`src/rtl/spd_ramp.sv`:
```
`default_nettype none
// ============================================================================
// spd_ramp : per-wheel duty slew limiter with reversal dwell and e-stop brake
// Rev 1.0  - initial release
// ============================================================================
module spd_ramp #(
  parameter int FAST_SIM   = 1,
  parameter int STEP       = 16,
  parameter int ESTOP_STEP = 128,
  parameter int DWELL      = 4
) (
  input  logic        clk,
  input  logic        rst_n,
  input  logic        go,
  input  logic        estop,
  input  logic        tgt_vld,
  input  logic [11:0] lft_tgt,
  input  logic [11:0] rght_tgt,
  output logic [11:0] lft_duty,
  output logic [11:0] rght_duty,
  output logic        at_tgt
);

  localparam logic [9:0]  PRE_MAX = (FAST_SIM != 0) ? 10'd15 : 10'd1023;
  localparam logic [12:0] STEP_C  = 13'(STEP);
  localparam logic [12:0] ESTOP_C = 13'(ESTOP_STEP);
  localparam logic [3:0]  DWELL_C = 4'(DWELL);

  typedef enum logic [1:0] {
    IDLE = 2'd0,
    RUN  = 2'd1,
    STOP = 2'd2
  } state_e;

  state_e      state_q, state_d;
  logic [9:0]  pre_q;
  logic        tick;
  logic        stop_req;
  logic        brake;
  logic        ramp;
  logic        tgt_load;
  logic        at_tgt_q, at_tgt_d;
  logic [1:0]  zero_nxt;
  logic [1:0]  match_nxt;
  logic [11:0] duty_cur [2];

  // Moves cur toward dst by at most stp; lands exactly on dst when within reach.
  function automatic logic [11:0] step_toward(input logic [11:0] cur,
                                              input logic [11:0] dst,
                                              input logic [12:0] stp);
    logic signed [12:0] diff;
    logic [12:0]        mag;
    diff = $signed({dst[11], dst}) - $signed({cur[11], cur});
    mag  = diff[12] ? 13'(-diff) : 13'(diff);
    if (mag <= stp)    return dst;
    else if (diff[12]) return cur - stp[11:0];
    else               return cur + stp[11:0];
  endfunction

  function automatic logic [11:0] sat(input logic [11:0] t);
    return (t == 12'h800) ? 12'h801 : t;
  endfunction

  assign tick     = (pre_q == PRE_MAX);
  assign stop_req = !go || estop;
  assign brake    = tick && ((state_q == STOP) || ((state_q == RUN) && stop_req));
  assign ramp     = tick && (state_q == RUN) && !stop_req;
  assign tgt_load = tgt_vld && (state_q != STOP) && (state_d != STOP);

  always_ff @(posedge clk or negedge rst_n) begin
    if (!rst_n) pre_q <= '0;
    else        pre_q <= tick ? '0 : pre_q + 10'd1;
  end

  for (genvar ch = 0; ch < 2; ch++) begin : g_ch
    logic [11:0] duty_q, duty_d, tgt_q, tgt_raw;
    logic [3:0]  dw_q, dw_d;
    logic        rev_q, rev_d, dir_q, dir_d;
    logic        opp, dwelling;

    assign tgt_raw  = (ch == 0) ? lft_tgt : rght_tgt;
    assign opp      = (duty_q != '0) && (tgt_q != '0) && (duty_q[11] != tgt_q[11]);
    // Parked at zero after a reversal and still heading the same new direction.
    assign dwelling = rev_q && (duty_q == '0) && (tgt_q != '0) && (tgt_q[11] == dir_q);

    always_comb begin
      duty_d = duty_q;
      dw_d   = dw_q;
      rev_d  = rev_q;
      dir_d  = dir_q;
      if (brake) begin
        duty_d = step_toward(duty_q, 12'd0, ESTOP_C);
        rev_d  = 1'b0;
        dw_d   = '0;
      end else if (ramp) begin
        if (opp) begin
          duty_d = step_toward(duty_q, 12'd0, STEP_C);
          rev_d  = 1'b1;
          dir_d  = tgt_q[11];
          dw_d   = '0;
        end else if (dwelling && (dw_q != DWELL_C)) begin
          dw_d = dw_q + 4'd1;
        end else begin
          duty_d = step_toward(duty_q, tgt_q, STEP_C);
          rev_d  = 1'b0;
          dw_d   = '0;
        end
      end
    end

    always_ff @(posedge clk or negedge rst_n) begin
      if (!rst_n) begin
        duty_q <= '0;
        tgt_q  <= '0;
        dw_q   <= '0;
        rev_q  <= 1'b0;
        dir_q  <= 1'b0;
      end else begin
        duty_q <= duty_d;
        dw_q   <= dw_d;
        rev_q  <= rev_d;
        dir_q  <= dir_d;
        if (tgt_load) tgt_q <= sat(tgt_raw);
      end
    end

    assign zero_nxt[ch]  = (duty_d == '0);
    assign match_nxt[ch] = (duty_d == tgt_q);
    assign duty_cur[ch]  = duty_q;
  end

  always_comb begin
    state_d = state_q;
    case (state_q)
      IDLE:    if (!stop_req) state_d = RUN;
      RUN:     if (stop_req) state_d = STOP;
      STOP:    if (&zero_nxt) state_d = stop_req ? IDLE : RUN;
      default: state_d = IDLE;
    endcase
  end

  always_comb begin
    at_tgt_d = at_tgt_q;
    if (state_d != RUN) at_tgt_d = 1'b0;
    else if (ramp)      at_tgt_d = &match_nxt;
  end

  always_ff @(posedge clk or negedge rst_n) begin
    if (!rst_n) begin
      state_q  <= IDLE;
      at_tgt_q <= 1'b0;
    end else begin
      state_q  <= state_d;
      at_tgt_q <= at_tgt_d;
    end
  end

  assign lft_duty  = duty_cur[0];
  assign rght_duty = duty_cur[1];
  assign at_tgt    = at_tgt_q;

endmodule
`default_nettype wire

```
`config.mk`:
```
export PLATFORM = sky130hd
export DESIGN_NAME = spd_ramp
export DESIGN_NICKNAME = d
export VERILOG_FILES = /design/src/rtl/spd_ramp.sv
export SDC_FILE = /design/constraint.sdc
export NUM_CORES = 1
export LEC_CHECK = 0
export BUFFER_PORTS_ARGS = -buffer_cell sky130_fd_sc_hd__buf_2
export CORE_MARGIN = 10
export CORE_UTILIZATION = 35
export DETAILED_ROUTE_END_ITERATION = 12
export GPL_ROUTABILITY_DRIVEN = 0
export HOLD_SLACK_MARGIN = 0.12
export PLACE_DENSITY = 0.51
export SLEW_MARGIN = 30
export SYNTH_ARGS = -nofsm -noshare
export SYNTH_HDL_FRONTEND = slang
export SYNTH_SLANG_ARGS = --single-unit
```
`constraint.sdc`:
```
create_clock -name clk -period 6.1 [get_ports clk]
set_input_delay 0 -clock clk [delete_from_list [all_inputs] [get_ports clk]]
set_output_delay 0 -clock clk [all_outputs]
set_load 0.1 [all_outputs]
```
-- After elaboration in Yosys (flattened, before gate mapping)
Cells that the tools add are included.
- bits in registers: 73
- word-level logic and storage cells: 146
- bits of input ports: 29
- output and inout bits: 25
- magnitude comparators: 6
- reductions and logical operators: 39
- add/subtract/negate cells: 19
- eq/ne operators: 18
- bitwise gates (word level): 1
- multiplexer cells: 50
- operators with widths (kind ; count):
    $mux W12 ; 22
    $le A13 B5 Y1 const B ; 4
    $mux W13 ; 4
    $neg A13 Y13 ; 4
    $logic_not A12 Y1 ; 4
    $reduce_bool A12 Y1 ; 4
    $mux W4 ; 8
    $le A13 B8 Y1 const B ; 2
    $sub A1 B12 Y13 const A ; 2
    $sub A12 B12 Y13 ; 2
    $add A12 B5 Y12 const B ; 2
    $add A12 B8 Y12 const B ; 2
    $eq A12 B12 Y1 ; 2
    $eq A12 B12 Y1 const B ; 2
    $sub A12 B5 Y12 const B ; 2
    $sub A12 B8 Y12 const B ; 2
    $logic_and A1 B1 Y1 ; 18
    $mux W1 ; 11
    $add A10 B1 Y10 const B ; 1
    $eq A10 B4 Y1 const B ; 1
    $mux W10 ; 1
    $add A4 B1 Y4 const B ; 2
    $ne A4 B3 Y1 const B ; 2
    $reduce_and A2 Y1 ; 4
    other kinds (15) ; 25

-- Longest topological paths before layout
Gate-level depths: netlist (run 1).
- word-level depth: 15
- depth in mapped cells: 21
- gate-level depth less buffers: 19

-- Least setup slack after synthesis (run 1)
No wires, ideal clock.
- path kind: flip-flop to flip-flop
- from: register g_ch[1].duty_q[2] (netlist: rght_duty[2])
- to: register at_tgt_q (netlist: at_tgt)
- path slack: 0.688 ns
- clock period less this slack: 5.412 ns
- cell stages (with the launch flop): 19
- arrival time: 5.318 ns
- required time: 6.006 ns
- setup time: 0.094 ns
- cells stage by stage: dfrtp_1 > clkbuf_1 > inv_1 > ha_1 > and3b_1 > or3_4 > and2_4 > or3_4 > or4_4 > mux2i_1 > o211ai_1 > nor3_4 > mux2i_1 > o21a_1 > xnor2_1 > a2111oi_0 > and4_1 > nand4_1 > a221oi_2
- word-level cells in the longest chain between the ends: 15
- elaborated cells on any way between the ends: 41
- those cells by class: add/sub (8); order compare (3); eq/ne (2); mux (16); reduce/logical (12)
- RTL lines (item ; line ; text):
    start: declaration ; 76 ; logic [11:0] duty_q, duty_d, tgt_q, tgt_raw;
    start signal: assignment ; 119 ; duty_q <= duty_d;
    $sub A12 B12 Y13 / $logic_not A12 Y1 (equally long branches) ; 53, 84 ;
    $neg A13 Y13 / $logic_and A1 B1 Y1 (equally long branches) ; 54, 84 ;
    $mux W13 / $logic_and A1 B1 Y1 (equally long branches) ; 54, 84 ;
    $le A13 B5 Y1 / $logic_and A1 B1 Y1 (equally long branches) ; 55, 84 ;
    $mux W12 / $logic_and A1 B1 Y1 (equally long branches) ; 55, 101 ;
    $mux W12 ; 101 ; end else if (dwelling && (dw_q != DWELL_C)) begin
    $mux W12 ; 96 ; if (opp) begin
    $mux W12 ; 95 ; end else if (ramp) begin
    $mux W12 (*) ; 91 ; if (brake) begin
    $logic_not A12 Y1 ; 127 ; assign zero_nxt[ch] = (duty_d == '0);
    $reduce_and A2 Y1 ; 137 ; STOP: if (&zero_nxt) state_d = stop_req ? IDLE : RUN;
    $mux W2 ; 137 ;
    $pmux W2 S3 ; 134 ; case (state_q)
    $ne A2 B1 Y1 ; 144 ; if (state_d != RUN) at_tgt_d = 1'b0;
    $mux W1 / $reduce_bool A2 Y1 (equally long branches) ; n/a ;
    end signal: assignment ; 154 ; at_tgt_q <= at_tgt_d;
    end: declaration ; 42 ; logic at_tgt_q, at_tgt_d;
Mark *: on every way between the ends. The rest lies on a longest branch, timed or not. The select of a mux whose other input is x is not followed.
A chain may end at the register's enable or synchronous reset.

-- Worst setup path in the final report (run 1)
- from: register g_ch[1].tgt_q[0]
- to: register at_tgt_q (netlist: at_tgt)
- word-level cells in the longest chain between the ends: 15
- elaborated cells on any way between the ends: 26
- those cells by class: add/sub (2); order compare (1); eq/ne (2); mux (11); reduce/logical (10)
- RTL lines (item ; line ; text):
    start: declaration ; 76 ;
    start signal: assignment ; 123 ; if (tgt_load) tgt_q <= sat(tgt_raw);
    $sub A12 B12 Y13 ; 53 ; diff = $signed({dst[11], dst}) - $signed({cur[11], cur});
    $neg A13 Y13 ; 54 ; mag = diff[12] ? 13'(-diff) : 13'(diff);
    $mux W13 ; 54 ;
    $le A13 B5 Y1 ; 55 ; if (mag <= stp) return dst;
    $mux W12 ; 55 ;
    $mux W12 ; 101 ;
    $mux W12 ; 96 ;
    $mux W12 ; 95 ;
    $mux W12 ; 91 ;
    $logic_not A12 Y1 ; 127 ;
    $reduce_and A2 Y1 ; 137 ;
    $mux W2 ; 137 ;
    $pmux W2 S3 ; 134 ;
    $ne A2 B1 Y1 ; 144 ;
    $mux W1 / $reduce_bool A2 Y1 (equally long branches) ; n/a ;
Several ways; a longest one is shown, not always the timed one. The select of a mux whose other input is x is not followed.

==> results of run 1 <==
==> per-layer routing <==
layer	vias up	part of all wire	global-route usage
met2	349	0.43	0.295
li1	4484	-	-
met4	0	0.0096	0.0327
met1	4492	0.48	0.283
met5	-	0	0
met3	37	0.073	0.0399
==> sequential cells by signal, indices dropped and copies added, names as in the netlist <==
signal,count
g_ch.tgt_q,24
lft_duty,12
rght_duty,12
pre_q,10
g_ch.dw_q,8
g_ch.dir_q,2
g_ch.rev_q,2
state_q,2
at_tgt,1
==> worst max-delay path by stage <==
stage                            startpoint                  to  cells after the start
6_report       g_ch[1].tgt_q[0]$_DFFE_PN0P_  at_tgt$_DFFE_PN0P_                     19
5_1_grt        g_ch[1].tgt_q[0]$_DFFE_PN0P_  at_tgt$_DFFE_PN0P_                     19
4_1_cts              rght_duty[2]$_DFF_PN0_  at_tgt$_DFFE_PN0P_                     17
3_5_place_dp         rght_duty[2]$_DFF_PN0_  at_tgt$_DFFE_PN0P_                     17
3_3_place_gp   g_ch[1].tgt_q[0]$_DFFE_PN0P_  at_tgt$_DFFE_PN0P_                     18
2_1_floorplan        rght_duty[2]$_DFF_PN0_  at_tgt$_DFFE_PN0P_                     18
==> cell usage in the layout, fill, tap and decap left out, drive strengths merged, types with 8 or more instances in the layout <==
cell type      n
dfrtp         73
mux2i         19
a21boi         9
and3          12
and4           8
nand2        103
mux2          25
o21a          13
or3           17
xnor2         50
nand4         14
nor4          30
o211ai        16
a31oi         20
buf          101
o2111ai       10
a21o          20
or2           14
nor2          90
o22ai          8
clkbuf         9
inv           55
xor2          23
ha            45
nand3         47
nor2b         10
nand2b        14
o21ai         75
or4           12
a21oi         79
nor3          36
a211oi        15
dlygate4sd3   27
==> power by group through the flow <==
stage                     logic, mW  registers (mW)  clock network, mW
after global routing           5.62           0.930              0.568
after detailed placement       4.99           0.909                  0
after CTS                      5.04           0.899              0.549
after global placement         4.99           0.905                  0
final                          5.12           0.909              0.538
after floorplan                3.46            1.13                  0
==> synthesized netlist by cell type (5+ instances only) <==
master / count / area share
mux2i_1: 19 / 0.022
o221ai_1: 5 / 0.0050
nand4_1: 14 / 0.010
and3_1: 12 / 0.0086
or4_1: 11 / 0.0095
nand3_1: 45 / 0.026
clkbuf_1: 38 / 0.016
o21ai_1: 9 / 0.0052
a2bb2oi_1: 6 / 0.0060
inv_1: 51 / 0.022
nor3_1: 35 / 0.020
dfrtp_1: 73 / 0.21
nand2_1: 101 / 0.044
buf_2: 7 / 0.0040
a211oi_1: 13 / 0.011
nand2b_1: 14 / 0.010
mux2_2: 25 / 0.032
a21oi_1: 78 / 0.045
o22ai_1: 8 / 0.0057
a21o_1: 20 / 0.017
or3_1: 15 / 0.011
xor2_1: 23 / 0.023
o211ai_1: 16 / 0.014
or2_2: 11 / 0.0079
o31ai_1: 6 / 0.0052
nor2b_1: 10 / 0.0072
o21a_1: 13 / 0.011
ha_1: 45 / 0.065
nor2_1: 88 / 0.038
and4_1: 8 / 0.0080
a21boi_0: 8 / 0.0069
o21ai_0: 66 / 0.038
and2_1: 6 / 0.0043
o41ai_1: 5 / 0.0050
o2111ai_1: 10 / 0.010
nor4_1: 28 / 0.020
xnor2_1: 50 / 0.050
a31oi_1: 20 / 0.014
==> repair_timing <==
action,CTS,global route
endpoints found under the setup margin,0,3
hold buffers,27,0
buffers inserted,0,5
endpoints found under the hold margin,99,0
==> area by class of cell <==
type | instances | area, um^2
Fill cell | 2557 | 14300
Sequential cell | 73 | 1830
Clock buffer | 9 | 225
Multi-Input combinational cell | 956 | 6480
Timing Repair Buffer | 128 | 915
Inverter | 54 | 203
Tap cell | 324 | 405
Clock inverter | 7 | 72.6
==> logic make-up after synthesis <==
| logic type | after synthesis | share of synthesized area |
|---|---|---|
| adder cells (fa/ha/maj) | 49 | 0.0738 |
| AND/OR/NAND/NOR | 430 | 0.257 |
| buffers and inverters | 102 | 0.0467 |
| XOR/XNOR | 73 | 0.0734 |
| AO/OA/AOI/OAI | 360 | 0.285 |
| multiplexers | 44 | 0.0542 |
| flip-flops | 73 | 0.210 |
==> through the flow <==
stage | std cells | total power [mW]
final | 1551 | 6.57
after global placement | 1503 | 5.90
after CTS | 1546 | 6.49
after detailed placement | 1503 | 5.90
after floorplan | 1131 | 4.59
after global routing | 1551 | 7.12
==> worst max-delay path: stages, from the launching register on <==
cell and delay [ns]:
dfrtp_1 0.44, inv_1 0.09, ha_1 0.23, fa_1 0.40
nand2b_1 0.19, a211oi_2 0.41, o21ai_1 0.19, xnor2_1 0.23
or4_1 0.55, o41ai_1 0.50, a2bb2oi_1 0.23, nor3_4 0.26
buf_12 0.17, mux2i_1 0.20, o21a_1 0.20, xnor2_1 0.09
a2111oi_0 0.57, and4_1 0.29, nand4_1 0.12, a221oi_2 0.25
==> impl_metrics.yaml, run 1 <==
status:
  outcome: "finished, final reports clean"
power_and_ir_drop:
  p_leak_nw: 4.17
  power_frac_seq: 0.138
  ir_drop_mv: 0.393
  power_frac_comb: 0.780
  swShare: 0.578
  p_sw_mw: 3.80
  p_per_area_nw_per_um2: 649
  p_int_mw: 2.77
  clkPwrFrac: 0.082
floorplan:
  die_h_um: 178
  start_util: 0.357
  die_w_um: 178
  boundaryPins: 54
  num_rows: 57
  coreArea_um2: 24400
  dieArea_um2: 31600
sta:
  finalCritPeriodShare: 0.931
  timing.hold.ws_ns: 0.233
  slew_viol_final: 0
  rsz0062_at_grt: "false"
  setup_viol: 0
  setup-tns-final_ns: 0
  relSlewSlack: 0.391
  hold_violations: 0
  fin_crit_ns: 5.68
  fin_worst_skew_ns: 0.00938
  fmax_ghz: 0.176
  worst-slew-pin-transition_ns: 0.907
  fin_ws_ns: 0.422
global_routing:
  grt_max_degree: 74
  grt_first_pass_wirelength_um: 49900
  antenna_found_initial: 0
  grt_pass1_vias: 8845
  grt-ovfl-total: 0
  track_usage: 0.196
detailed_routing:
  wl_per_cell_um: 20.1
  ant_nets: 0
  drt_iter0_markers: 862
  route.detailed.drc: 0
  wl_um: 31200
  firstDrtPassIters: 6
  vias: 9362
  viasPerCell: 6.04
critical_path:
  reg2reg_depth: 19
  worstPathRequired_ns: 6.36
  rr_endpoint: "at_tgt$_DFFE_PN0P_"
  cp_max_fo: 12
  worstPathArrival_ns: 5.93
  cp-start-kind: "flip-flop"
  end_kind: "flip-flop"
  worstReg2RegStart: "g_ch[1].tgt_q[0]$_DFFE_PN0P_"
  crit_type: "flip-flop to flip-flop"
  reg2reg_slack_ns: 0.42
clocking:
  cts_root_buf: "clkbuf_16"
  htree_levels: 3
  clk_path_buf_depth: 2
  cts_resized: 0
  cts_buffers: 9
  cts_tree: "done"
  path_clk_slew_ns: 0.07
  cts_num_sinks: 73
  insertion_delay_ns: 0.35
finish:
  final_nets: 1300
  final_util: 0.415
  drive_gt1_frac: 0.147
  finalInstanceArea_um2: 10100
  n_antenna_cell: 0
  area_growth_pct: 16.3
yosys:
  synth_fp_nets: 1209
  ys_seq_area_frac: 0.210
  synth_seq_cells: 73
  yosys_warnings: 0
  synth-main-ff-cell: "dfrtp_1"
  syn_area_per_cell_um2: 7.70
  async_flop_share: 1.00
  syn_area_um2: 8710
  synthCells: 1131
  synth_cell_types: 91
  synth_edf_count: 0
placement:
  hpwl_um: 24400
  dpl-instance-area_um2: 9510
  preCtsSetupSlack_ns: 0.415
  portBuffers: 53
worst_hold_path:
  hp-class: "primary input to asynchronous set/reset pin"
job:
  drv_cap: 0
Note: power is estimated with default switching activity, not from simulation.
==> run 2: changes to the inputs <==
RECOVER_POWER = 50   (was default)
REMOVE_ABC_BUFFERS = 1   (was default)
==> run 2 against run 1 <==
Effect of this change:
- the run now ends with capacitance limit, slew limit left
- cell count shrank 0.26%
- utilization about the same
- wire length decreased by 0.44%
- total power shrank 0.14%
- register-to-register slack improved by 0.11 ns
- non-clock buffer count down 4
- fmax rose by 2.0%
- worst hold slack improved by 0.027 ns
==> impl_metrics.yaml, run 2 (synthesized netlist as in run 1, its figures left out) <==
sta:
  worst-slew-pin-transition_ns: 2.63
  timing.hold.ws_ns: 0.260
  rsz0062_at_grt: "false"
  relSlewSlack: -0.754
  hold_violations: 0
  setup-tns-final_ns: 0
  fmax_ghz: 0.180
  finalCritPeriodShare: 0.913
  fin_crit_ns: 5.57
  setup_viol: 0
  slew_viol_final: 76
  fin_worst_skew_ns: 0.0109
critical_path:
  critical-path-slowest-cell: "or4_1"
  rr_endpoint: "at_tgt$_DFFE_PN0P_"
  max_stage_delay_ns: 0.56
  worstPathRequired_ns: 6.34
  crit_type: "flip-flop to flip-flop"
  cp-start-kind: "flip-flop"
  critPathLaunch: "g_ch[1].tgt_q[0]$_DFFE_PN0P_"
  worstPathArrival_ns: 5.81
  cp_max_fo: 11
  worstReg2RegStart: "g_ch[1].tgt_q[0]$_DFFE_PN0P_"
  reg2reg_depth: 19
  crit_chain: "inv_1 -> ha_1 -> fa_1 -> nand2b_1 -> a211oi_2 -> o21a_1 -> o22ai_1 -> buf_4 -> or4_1 -> o41ai_1 -> a2bb2oi_1 -> nor3_4 -> nand2_2 -> a21oi_2 -> o2111ai_1 -> nor4_1 -> and4_1 -> nand3b_1 -> a221oi_2"
  endpoint: "at_tgt$_DFFE_PN0P_"
  reg2reg_slack_ns: 0.53
  end_kind: "flip-flop"
finish:
  multiInputGateArea_um2: 6500
  n_antenna_cell: 0
  area_growth_pct: 16.3
  drive_gt1_frac: 0.138
  fillers: 2558
  final_nets: 1296
  regMostFlops: "g_ch.tgt_q"
  layout_commonest_cell: "nand2_1"
  largest_reg_flops: 24
  layout_common_cells: "100 x nand2_1, 88 x nor2_1, 78 x a21oi_1"
  seq_area_um2: 1830
detailed_routing:
  viasPerCell: 6.00
  wl_um: 31100
  firstDrtPassIters: 7
  ant_nets: 0
  wl_per_cell_um: 20.1
  route.detailed.drc: 0
  drt_iter0_markers: 735
  vias: 9275
global_routing:
  grt_first_pass_wirelength_um: 49300
  track_usage: 0.193
  grt_max_degree: 47
  antenna_found_initial: 0
  grt_pass1_vias: 8743
  grt-ovfl-total: 0
worst_hold_path:
  hp-class: "primary input to flip-flop"
floorplan:
  start_util: 0.357
  boundaryPins: 54
  num_rows: 57
  die_w_um: 178
  coreArea_um2: 24400
  dieArea_um2: 31600
  die_h_um: 178
status:
  outcome: "finished, violations left"
  violations: "capacitance limit, slew limit"
placement:
  hpwl_um: 24100
  portBuffers: 53
power_and_ir_drop:
  p_leak_nw: 4.13
  p_per_area_nw_per_um2: 648
  ir_drop_mv: 0.447
job:
  drv_cap: 2
clocking:
  cts_resized: 0
  cts_num_sinks: 73
  insertion_delay_ns: 0.34
  cts_tree: "done"
  postCtsHoldBufs: 27
  cts_root_buf: "clkbuf_16"
  htree_levels: 3
  cts_buffers: 9
  postCtsSetupBuffers: 0
  clk_path_buf_depth: 2
  path_clk_slew_ns: 0.06
run 2: layer usage:
| layer | GRT usage | vias to the layer above | part of all wire |
|---|---|---|---|
| met3 | 0.0312 | 40 | 0.063 |
| met5 | 0 | - | 0 |
| li1 | - | 4473 | - |
| met4 | 0.0327 | 0 | 0.013 |
| met2 | 0.294 | 333 | 0.44 |
| met1 | 0.283 | 4429 | 0.49 |
run 2: worst min path at each step:
| stage | from | end | slack (ns) | cells after the start |
|---|---|---|---|---|
| after floorplan | rst_n | at_tgt$_DFFE_PN0P_ | -0.30 | 0 |
| after CTS | rst_n | pre_q[9]$_DFF_PN0_ | 0.15 | 2 |
| after global placement | rst_n | pre_q[7]$_DFF_PN0_ | 0.21 | 1 |
| after global routing | estop | g_ch[1].dw_q[3]$_DFFE_PN0P_ | 0.28 | 5 |
| after detailed placement | rst_n | pre_q[9]$_DFF_PN0_ | -0.03 | 1 |
| final | estop | g_ch[1].dw_q[3]$_DFFE_PN0P_ | 0.26 | 5 |
run 2: cell type report:
| class | instances | share of cell area |
|---|---|---|
| multi-input combinational | 956 | 0.641 |
| sequential | 73 | 0.180 |
| timing repair buffer | 124 | 0.0842 |
| tap | 324 | 0.0400 |
| clock buffer | 10 | 0.0226 |
| inverter | 54 | 0.0200 |
| clock inverter | 6 | 0.0114 |
run 2: per-stage QoR:
| step | area [um^2] | total power, mW | util | setup slack, ns | cells |
|---|---|---|---|---|---|
| 2_1_floorplan | 8510 | 4.52 | - | 0.202 | 1083 |
| 3_3_place_gp | 9510 | 5.87 | 0.390 | 0.807 | 1503 |
| 3_5_place_dp | 9540 | 5.84 | 0.391 | 0.609 | 1504 |
| 4_1_cts | 10200 | 6.51 | 0.416 | 0.559 | 1547 |
| 5_1_grt | 10100 | 7.11 | 0.415 | 0.0942 | 1547 |
| 6_report | 10100 | 6.56 | 0.415 | 0.531 | 1547 |
run 2: power by group:
part           switching (mW)  internal (mW)
combinational            3.19           1.82
clock                   0.218          0.402
sequential              0.313          0.623
run 2: critical path: cells and delay by family (launching register included):
family | cells | cell delay, ns
fa+ha+maj | 2 | 0.65
compound gates | 8 | 2.07
simple gates | 7 | 2.02
flops | 1 | 0.45
buf+inv | 2 | 0.26
